==> config.mk <==
export PLATFORM = sky130hd
export DESIGN_NAME = dcsk_tx_sequencer
export DESIGN_NICKNAME = d
export VERILOG_FILES = /design/src/rtl/dcsk_tx_sequencer.sv
export SDC_FILE = /design/constraint.sdc
export NUM_CORES = 1
export LEC_CHECK = 0
export BUFFER_PORTS_ARGS = -buffer_cell sky130_fd_sc_hd__buf_2
export CORE_AREA = 2 2 81 83
export DETAILED_ROUTE_END_ITERATION = 16
export DIE_AREA = 0 0 83 85
export PLACE_DENSITY = 0.65
export SLEW_MARGIN = 20
export SYNTH_ARGS = -nofsm -noshare
export SYNTH_HDL_FRONTEND = slang
export SYNTH_SLANG_ARGS = --single-unit
export TNS_END_PERCENT = 10
==> constraint.sdc <==
create_clock -name i_clk -period 3.9 [get_ports i_clk]
set_clock_uncertainty 0.2 [all_clocks]
set_input_delay 0.195 -clock i_clk [delete_from_list [all_inputs] [get_ports i_clk]]
set_output_delay 0.195 -clock i_clk [all_outputs]
set_load 0.02 [all_outputs]
==> src/rtl/dcsk_tx_sequencer.sv <==
`default_nettype none
// +--------------------------------------------------------------------------+
// | Module      : dcsk_tx_sequencer                                          |
// | Description : Frame sequencer for a DCSK transmitter. It captures one    |
// |               message and spreading-factor code per frame, strobes the   |
// |               modulator load, then steps through the reference and data  |
// |               chip halves of every message bit. Each frame ends with a   |
// |               fixed idle guard interval.                                 |
// | Ports       : i_clk, i_rst             clock, sync active-high reset     |
// |               i_valid / o_ready        frame request handshake           |
// |               i_msg, i_spreading_factor frame contents (captured)        |
// |               i_abort                  terminate the current frame       |
// |               o_msg, o_spreading_factor captured frame contents          |
// |               o_load_msg               one-cycle modulator load strobe   |
// |               o_is_sending             chip transmission in progress     |
// |               o_chip_idx_msb           0 = reference half, 1 = data half |
// |               o_bit_idx                current message bit               |
// |               o_done                   normal frame completion pulse     |
// | Revision    : 1.0 - initial release                                      |
// +--------------------------------------------------------------------------+
module dcsk_tx_sequencer #(
  parameter int MSG_WIDTH   = 32,
  parameter int GUARD_CHIPS = 4
) (
  input  logic                         i_clk,
  input  logic                         i_rst,
  input  logic                         i_valid,
  output logic                         o_ready,
  input  logic [MSG_WIDTH-1:0]         i_msg,
  input  logic [1:0]                   i_spreading_factor,
  input  logic                         i_abort,
  output logic [MSG_WIDTH-1:0]         o_msg,
  output logic [1:0]                   o_spreading_factor,
  output logic                         o_load_msg,
  output logic                         o_is_sending,
  output logic                         o_chip_idx_msb,
  output logic [$clog2(MSG_WIDTH)-1:0] o_bit_idx,
  output logic                         o_done
);

  localparam int c_BIT_W   = $clog2(MSG_WIDTH);
  // +1 keeps the width at least one bit when GUARD_CHIPS is 1
  localparam int c_GUARD_W = $clog2(GUARD_CHIPS + 1);
  localparam logic [c_BIT_W-1:0]   c_LAST_BIT   = c_BIT_W'(MSG_WIDTH - 1);
  localparam logic [c_GUARD_W-1:0] c_LAST_GUARD = c_GUARD_W'(GUARD_CHIPS - 1);

  typedef enum logic [1:0] {
    ST_IDLE  = 2'd0,
    ST_LOAD  = 2'd1,
    ST_SEND  = 2'd2,
    ST_GUARD = 2'd3
  } state_t;

  state_t                 state_q,     state_d;
  logic [4:0]             chip_cnt_q,  chip_cnt_d;   // up to 31 for SF16
  logic [c_BIT_W-1:0]     bit_cnt_q,   bit_cnt_d;
  logic [c_GUARD_W-1:0]   guard_cnt_q, guard_cnt_d;
  logic [MSG_WIDTH-1:0]   msg_q,       msg_d;
  logic [1:0]             sf_q,        sf_d;
  logic                   done_q,      done_d;

  logic [5:0]             w_half_chips;  // N chips per half-bit
  logic [4:0]             w_last_chip;   // 2N-1

  always_comb begin
    w_half_chips = 6'd2 << sf_q;
    w_last_chip  = 5'((w_half_chips << 1) - 6'd1);
  end

  always_comb begin
    state_d     = state_q;
    chip_cnt_d  = chip_cnt_q;
    bit_cnt_d   = bit_cnt_q;
    guard_cnt_d = guard_cnt_q;
    msg_d       = msg_q;
    sf_d        = sf_q;
    done_d      = 1'b0;

    case (state_q)
      ST_IDLE: begin
        // abort in IDLE blocks the capture
        if (i_valid && !i_abort) begin
          msg_d   = i_msg;
          sf_d    = i_spreading_factor;
          state_d = ST_LOAD;
        end
      end
      ST_LOAD: begin
        chip_cnt_d = 5'd0;
        bit_cnt_d  = '0;
        state_d    = ST_SEND;
      end
      ST_SEND: begin
        if (chip_cnt_q == w_last_chip) begin
          chip_cnt_d = 5'd0;
          if (bit_cnt_q == c_LAST_BIT) begin
            // last bit: leave bit_cnt at its final value, no wrap
            guard_cnt_d = '0;
            state_d     = ST_GUARD;
          end else begin
            bit_cnt_d = bit_cnt_q + 1'b1;
          end
        end else begin
          chip_cnt_d = chip_cnt_q + 5'd1;
        end
      end
      ST_GUARD: begin
        if (guard_cnt_q == c_LAST_GUARD) begin
          guard_cnt_d = '0;
          bit_cnt_d   = '0;
          done_d      = 1'b1;
          state_d     = ST_IDLE;
        end else begin
          guard_cnt_d = guard_cnt_q + 1'b1;
        end
      end
      default: state_d = ST_IDLE;
    endcase

    if (i_abort && (state_q != ST_IDLE)) begin
      state_d     = ST_IDLE;
      chip_cnt_d  = 5'd0;
      bit_cnt_d   = '0;
      guard_cnt_d = '0;
      done_d      = 1'b0;
    end
  end

  always_ff @(posedge i_clk) begin
    if (i_rst) begin
      state_q     <= ST_IDLE;
      chip_cnt_q  <= 5'd0;
      bit_cnt_q   <= '0;
      guard_cnt_q <= '0;
      msg_q       <= '0;
      sf_q        <= 2'd0;
      done_q      <= 1'b0;
    end else begin
      state_q     <= state_d;
      chip_cnt_q  <= chip_cnt_d;
      bit_cnt_q   <= bit_cnt_d;
      guard_cnt_q <= guard_cnt_d;
      msg_q       <= msg_d;
      sf_q        <= sf_d;
      done_q      <= done_d;
    end
  end

  // Outputs decode registered state; i_rst forces them low in the reset
  // cycle itself, before the synchronous clear has taken effect.
  always_comb begin
    o_ready            = (state_q == ST_IDLE) && !i_rst;
    o_msg              = i_rst ? '0 : msg_q;
    o_spreading_factor = i_rst ? 2'd0 : sf_q;
    o_load_msg         = (state_q == ST_LOAD) && !i_rst;
    o_is_sending       = (state_q == ST_SEND) && !i_rst;
    o_chip_idx_msb     = o_is_sending && ({1'b0, chip_cnt_q} >= w_half_chips);
    o_bit_idx          = o_is_sending ? bit_cnt_q : '0;
    o_done             = done_q && !i_rst;
  end

endmodule
`default_nettype wire

==> results.json, run 1 <==
{
  "outcome": "complete, no violations",
  "yosys_warnings": 0,
  "rsz0062_at_grt": "false",
  "fin_tns_setup_ns": 0,
  "p_per_area_nw_per_um2": 459,
  "worstMarginPinSlew_ns": 0.790,
  "io_buffers": 81,
  "gr-total-overflow": 0,
  "ioPinCount": 82,
  "viasPerCell": 5.03,
  "grt.total_usage": 0.169,
  "hpwl_mm": 3.65,
  "grt_max_degree": 43,
  "drt_iter0_markers": 66,
  "final_cells": 433,
  "cts_tree": "yes",
  "grt_antenna_before_repair": 0,
  "coreArea_um2": 6200,
  "end_kind": "primary output",
  "syn-cell-area_um2": 2430,
  "synth_seq_cells": 50,
  "first_global_vias": 2132,
  "ys_types": 48,
  "grt_pass1_wl_mm": 9.76,
  "power_mw": 1.52,
  "clk_path_buf_depth": 2,
  "ir_drop_v": 0.000258,
  "cp_max_fo": 10,
  "yosysTopAreaCellShare": 0.412,
  "num_vias": 2177,
  "slew_headroom": 0.473,
  "drv_cap": 0,
  "diodes": 0,
  "hold_viol": 0,
  "setup_viol_count_final": 0,
  "htree_levels": 2,
  "path_class": "flop to primary output",
  "wirelength_mm": 5.76,
  "min_path_type": "input port to flop",
  "yosysSeqAreaShare": 0.412,
  "synth_edf_count": 0,
  "final_common_cell": "buf_2",
  "drcViolationCount": 0,
  "synthArstFlopShare": 0,
  "synthTopCellsByArea": "dfxtp_1, o22a_1, nor2b_1",
  "synth_nets": 300,
  "first_pass_iters": 4,
  "clk_pin_slew_ns": 0.09,
  "clock_sinks": 50,
  "die-area_um2": 7060,
  "period_needed_ns": 2.49,
  "num_rows": 29,
  "synthFlopType": "dfxtp_1",
  "area.growth.synth_to_final_pct": 36.8,
  "maxSlewViolCount": 0,
  "cts_buffers": 5,
  "synth_top_area_cell": "dfxtp_1",
  "p_leak_nw": 1.56,
  "final_cell_mix": "buf_2, dfxtp_1, nor2b_1, dlygate4sd3_1, o22a_1",
  "wl_per_cell_um": 13.3,
  "drive_above_1_share": 0.281,
  "cp.arrival_ns": 2.10,
  "initial_core_util": 0.391,
  "critPathLaunchType": "flop",
  "die_x_um": 83,
  "clock_latency_ns": 0.30,
  "detail-route-antenna-nets": 0,
  "postLayoutCoreUtil": 0.535,
  "clock.fmax_mhz": 401,
  "die_y_um": 85,
  "cts_root_buf": "clkbuf_8",
  "required_ns": 3.50,
  "fin_crit_sh": 0.639,
  "cts_setup_buffers": 0,
  "hold_slack_ns": 0.126,
  "gp_congestion": 0.774,
  "placedCellCount": 392,
  "syn_avg_cell_area_um2": 9.75,
  "fin_nets": 407,
  "netlist_instances": 249
}
-- critical path: stages (launching register included) --
cell	delay, ns
dfxtp_1	0.55
nand2b_1	0.17
ha_1	0.30
a21boi_0	0.13
o21a_1	0.17
o21a_1	0.16
o21a_1	0.16
buf_2	0.15
-- cells in the mapped netlist (all sizes together) (2+ instances only) --
cell type  instances
xnor2              2
o21a               3
dfxtp             50
a21oi              4
ha                13
inv                7
buf                7
nor2b             36
mux2i              5
and2               5
nor2              12
o31ai              2
nand2             16
o22ai              2
clkbuf            10
o22a              32
or2                2
a21boi             2
xor2               3
o211a              3
nand3              4
nand2b             4
nand4              6
-- flip-flops by register name, summed over array words and instances, names as in the netlist --
name	count
msg_q	32
bit_cnt_q	5
chip_cnt_q	5
guard_cnt_q	3
sf_q	2
state_q	2
done_q	1
-- power by group --
part / switching (mW) / total [mW] / internal (mW)
registers: 0.0360 / 0.629 / 0.593
clock network: 0.170 / 0.375 / 0.205
logic: 0.287 / 0.521 / 0.234
-- stage by stage --
stage / setup WS, ns / area [um^2]
finish: 1.41 / 3320
detailed placement: 1.63 / 2870
floorplan: 1.89 / 2430
CTS: 1.40 / 3320
global placement: 1.67 / 2870
global route: 1.27 / 3320
-- what timing repair did --
item,in CTS,in global routing
hold endpoints to repair,34,0
hold buffers,34,0
gates resized for setup,0,0
-- cell families after synthesis --
logic type,synth area share
multiplexers,0.0206
XOR/XNOR,0.0180
buffers and inverters,0.0433
AO/OA/AOI/OAI,0.209
adder cells (fa/ha/maj),0.0670
AND/OR/NAND/NOR,0.230
flip-flops,0.412
-- metal layers --
layer / wire [um] / track usage
met1: 2620 / 0.207
met2: 2640 / 0.276
met3: 416 / 0.0603
met4: 83 / 0.0611
met5: 0 / 0
-- layout make-up --
class | instances | area, um^2
Clock buffer | 6 | 82.6
Clock inverter | 1 | 30.0
Fill cell | 571 | 2880
Inverter | 7 | 26.3
Multi-Input combinational cell | 175 | 1320
Sequential cell | 50 | 1000
Tap cell | 77 | 96.3
Timing Repair Buffer | 117 | 761
-- worst paths after layout --
kind	start	end	slack, ns	cells past startpoint
worst max-delay path	sf_q[0]	o_chip_idx_msb	1.41	7
worst min-delay path	i_valid	state_q[1]	0.13	4
worst max register to register	state_q[1]	msg_q[12]	1.60	7
worst min register to register	guard_cnt_q[1]	guard_cnt_q[1]	0.28	2
(Power assumes the default switching activity.)
==> run 2, diff against run 1 <==
==> constraint.sdc (replaced) <==
create_clock -name i_clk -period 2.6 [get_ports i_clk]
set_clock_uncertainty 0.2 [all_clocks]
set_input_delay 0.13 -clock i_clk [delete_from_list [all_inputs] [get_ports i_clk]]
set_output_delay 0.13 -clock i_clk [all_outputs]
set_load 0.02 [all_outputs]
==> results.json, run 2 (synthesis gave the netlist of run 1 again) <==
{
  "outcome": "complete, no violations",
  "gr-total-overflow": 0,
  "cts_root_buf": "clkbuf_8",
  "required_ns": 2.27,
  "detail-route-antenna-nets": 0,
  "ioPinCount": 82,
  "ir_drop_v": 0.000383,
  "fin_nets": 410,
  "clock.fmax_mhz": 403,
  "clock_latency_ns": 0.30,
  "cp_slowest_cell": "dfxtp_1",
  "htree_levels": 2,
  "grt_pass1_wl_mm": 10.1,
  "critPathMaxStageDelay_ns": 0.56,
  "final_common_cell": "buf_2",
  "cts_buffers": 5,
  "die_x_um": 83,
  "clock_sinks": 50,
  "hpwl_mm": 3.79,
  "critPathLaunchType": "flop",
  "worstMarginPinSlew_ns": 0.494,
  "coreArea_um2": 6200,
  "viasPerCell": 4.99,
  "final_cell_mix": "buf_2, dfxtp_1, nor2b_1, dlygate4sd3_1, o22a_1",
  "die-area_um2": 7060,
  "largest_reg_flops": 32,
  "drcViolationCount": 0,
  "crit_top_cell": "o21a_1",
  "path_class": "flop to primary output",
  "reg_top3": "msg_q x32, bit_cnt_q x5, chip_cnt_q x5",
  "fin_crit_sh": 0.953,
  "slew_headroom": 0.671,
  "min_from": "i_rst",
  "drt_iter0_markers": 88,
  "regMostFlops": "msg_q",
  "area.growth.synth_to_final_pct": 36.6,
  "grt_max_degree": 35,
  "r2r_start": "bit_cnt_q[0]",
  "io_buffers": 81,
  "cts_tree": "yes",
  "end_kind": "primary output",
  "drv_cap": 0,
  "maxSlewViolCount": 0,
  "gp_congestion": 0.828,
  "grt.total_usage": 0.171,
  "period_needed_ns": 2.48,
  "fin_tns_setup_ns": 0,
  "hold_slack_ns": 0.0797,
  "p_per_area_nw_per_um2": 658,
  "diodes": 0,
  "rsz0062_at_grt": "false",
  "min_path_type": "input port to flop",
  "crit_chain": "nand2b_1 -> ha_1 -> a21boi_0 -> o21a_1 -> o21a_1 -> o21a_1 -> buf_2",
  "die_y_um": 85,
  "drive_above_1_share": 0.290,
  "first_global_vias": 2286,
  "p_leak_nw": 1.56,
  "cp_max_fo": 11,
  "crit_path_start": "sf_q[1]",
  "first_pass_iters": 4,
  "num_rows": 29,
  "clk_pin_slew_ns": 0.09,
  "wl_per_cell_um": 13.4,
  "grt_antenna_before_repair": 0,
  "clk_path_buf_depth": 2,
  "setup_viol_count_final": 0,
  "num_vias": 2174,
  "hold_viol": 0,
  "initial_core_util": 0.391,
  "wirelength_mm": 5.86,
  "cp.arrival_ns": 2.15
}
## run 2: metrics by stage
stage | area, um^2 | instances | utilization | setup WS, ns | power, mW
after floorplan | 2430 | 249 | - | 0.591 | 1.51
after CTS | 3310 | 436 | 0.534 | 0.124 | 2.21
after global placement | 2890 | 395 | 0.466 | 0.500 | 1.70
after global routing | 3320 | 436 | 0.534 | 0.00876 | 2.32
final | 3320 | 436 | 0.534 | 0.121 | 2.18
after detailed placement | 2890 | 395 | 0.466 | 0.443 | 1.72
## run 2: report_power, final
| part | leakage (nW) | internal [mW] | switching, mW |
|---|---|---|---|
| clock | 0.0362 | 0.184 | 0.257 |
| sequential | 0.410 | 0.889 | 0.0554 |
| combinational | 1.11 | 0.357 | 0.438 |
| total | 1.56 | 1.43 | 0.750 |
## run 2: area by class of cell
cell class              instances  area [um^2]
well taps                      77         96.3
clock buffers                   5         68.8
inverters                       7         26.3
fillers                       556         2890
clock inverters                 2         15.0
multi-input cells             175         1320
flip-flops and latches         50         1000
repair buffers                120          783
## run 2: final timing paths
check	end	slack, ns	depth (start not counted)
setup reg to reg	bit_cnt_q[3]	0.43	7
hold reg to reg	bit_cnt_q[4]	0.28	2
setup / recovery	o_chip_idx_msb	0.12	7
hold / removal	sf_q[1]	0.08	2
## run 2: routing by layer
layer,track usage,wire (um),vias up
li1,-,-,1090
met2,0.282,2630,73
met3,0.0477,354,9
met4,0.0656,81,0
met5,0,0,-
met1,0.213,2790,1002
## run 2: critical path, delay by kind of cell, from the launching register on
kind	cells	cell delay, ns
buffers and inverters	1	0.15
flip-flops	1	0.56
adder cells (fa/ha/maj)	1	0.26
AO/OA/AOI/OAI	4	0.63
AND/OR/NAND/NOR	1	0.24
## run 2: timing repair
item                                   in CTS  in global routing
buffers inserted                            0                  0
setup endpoints to repair                   0                  1
gates resized for setup                     0                  1
hold buffers                               34                  0
endpoints found under the hold margin      34                  0
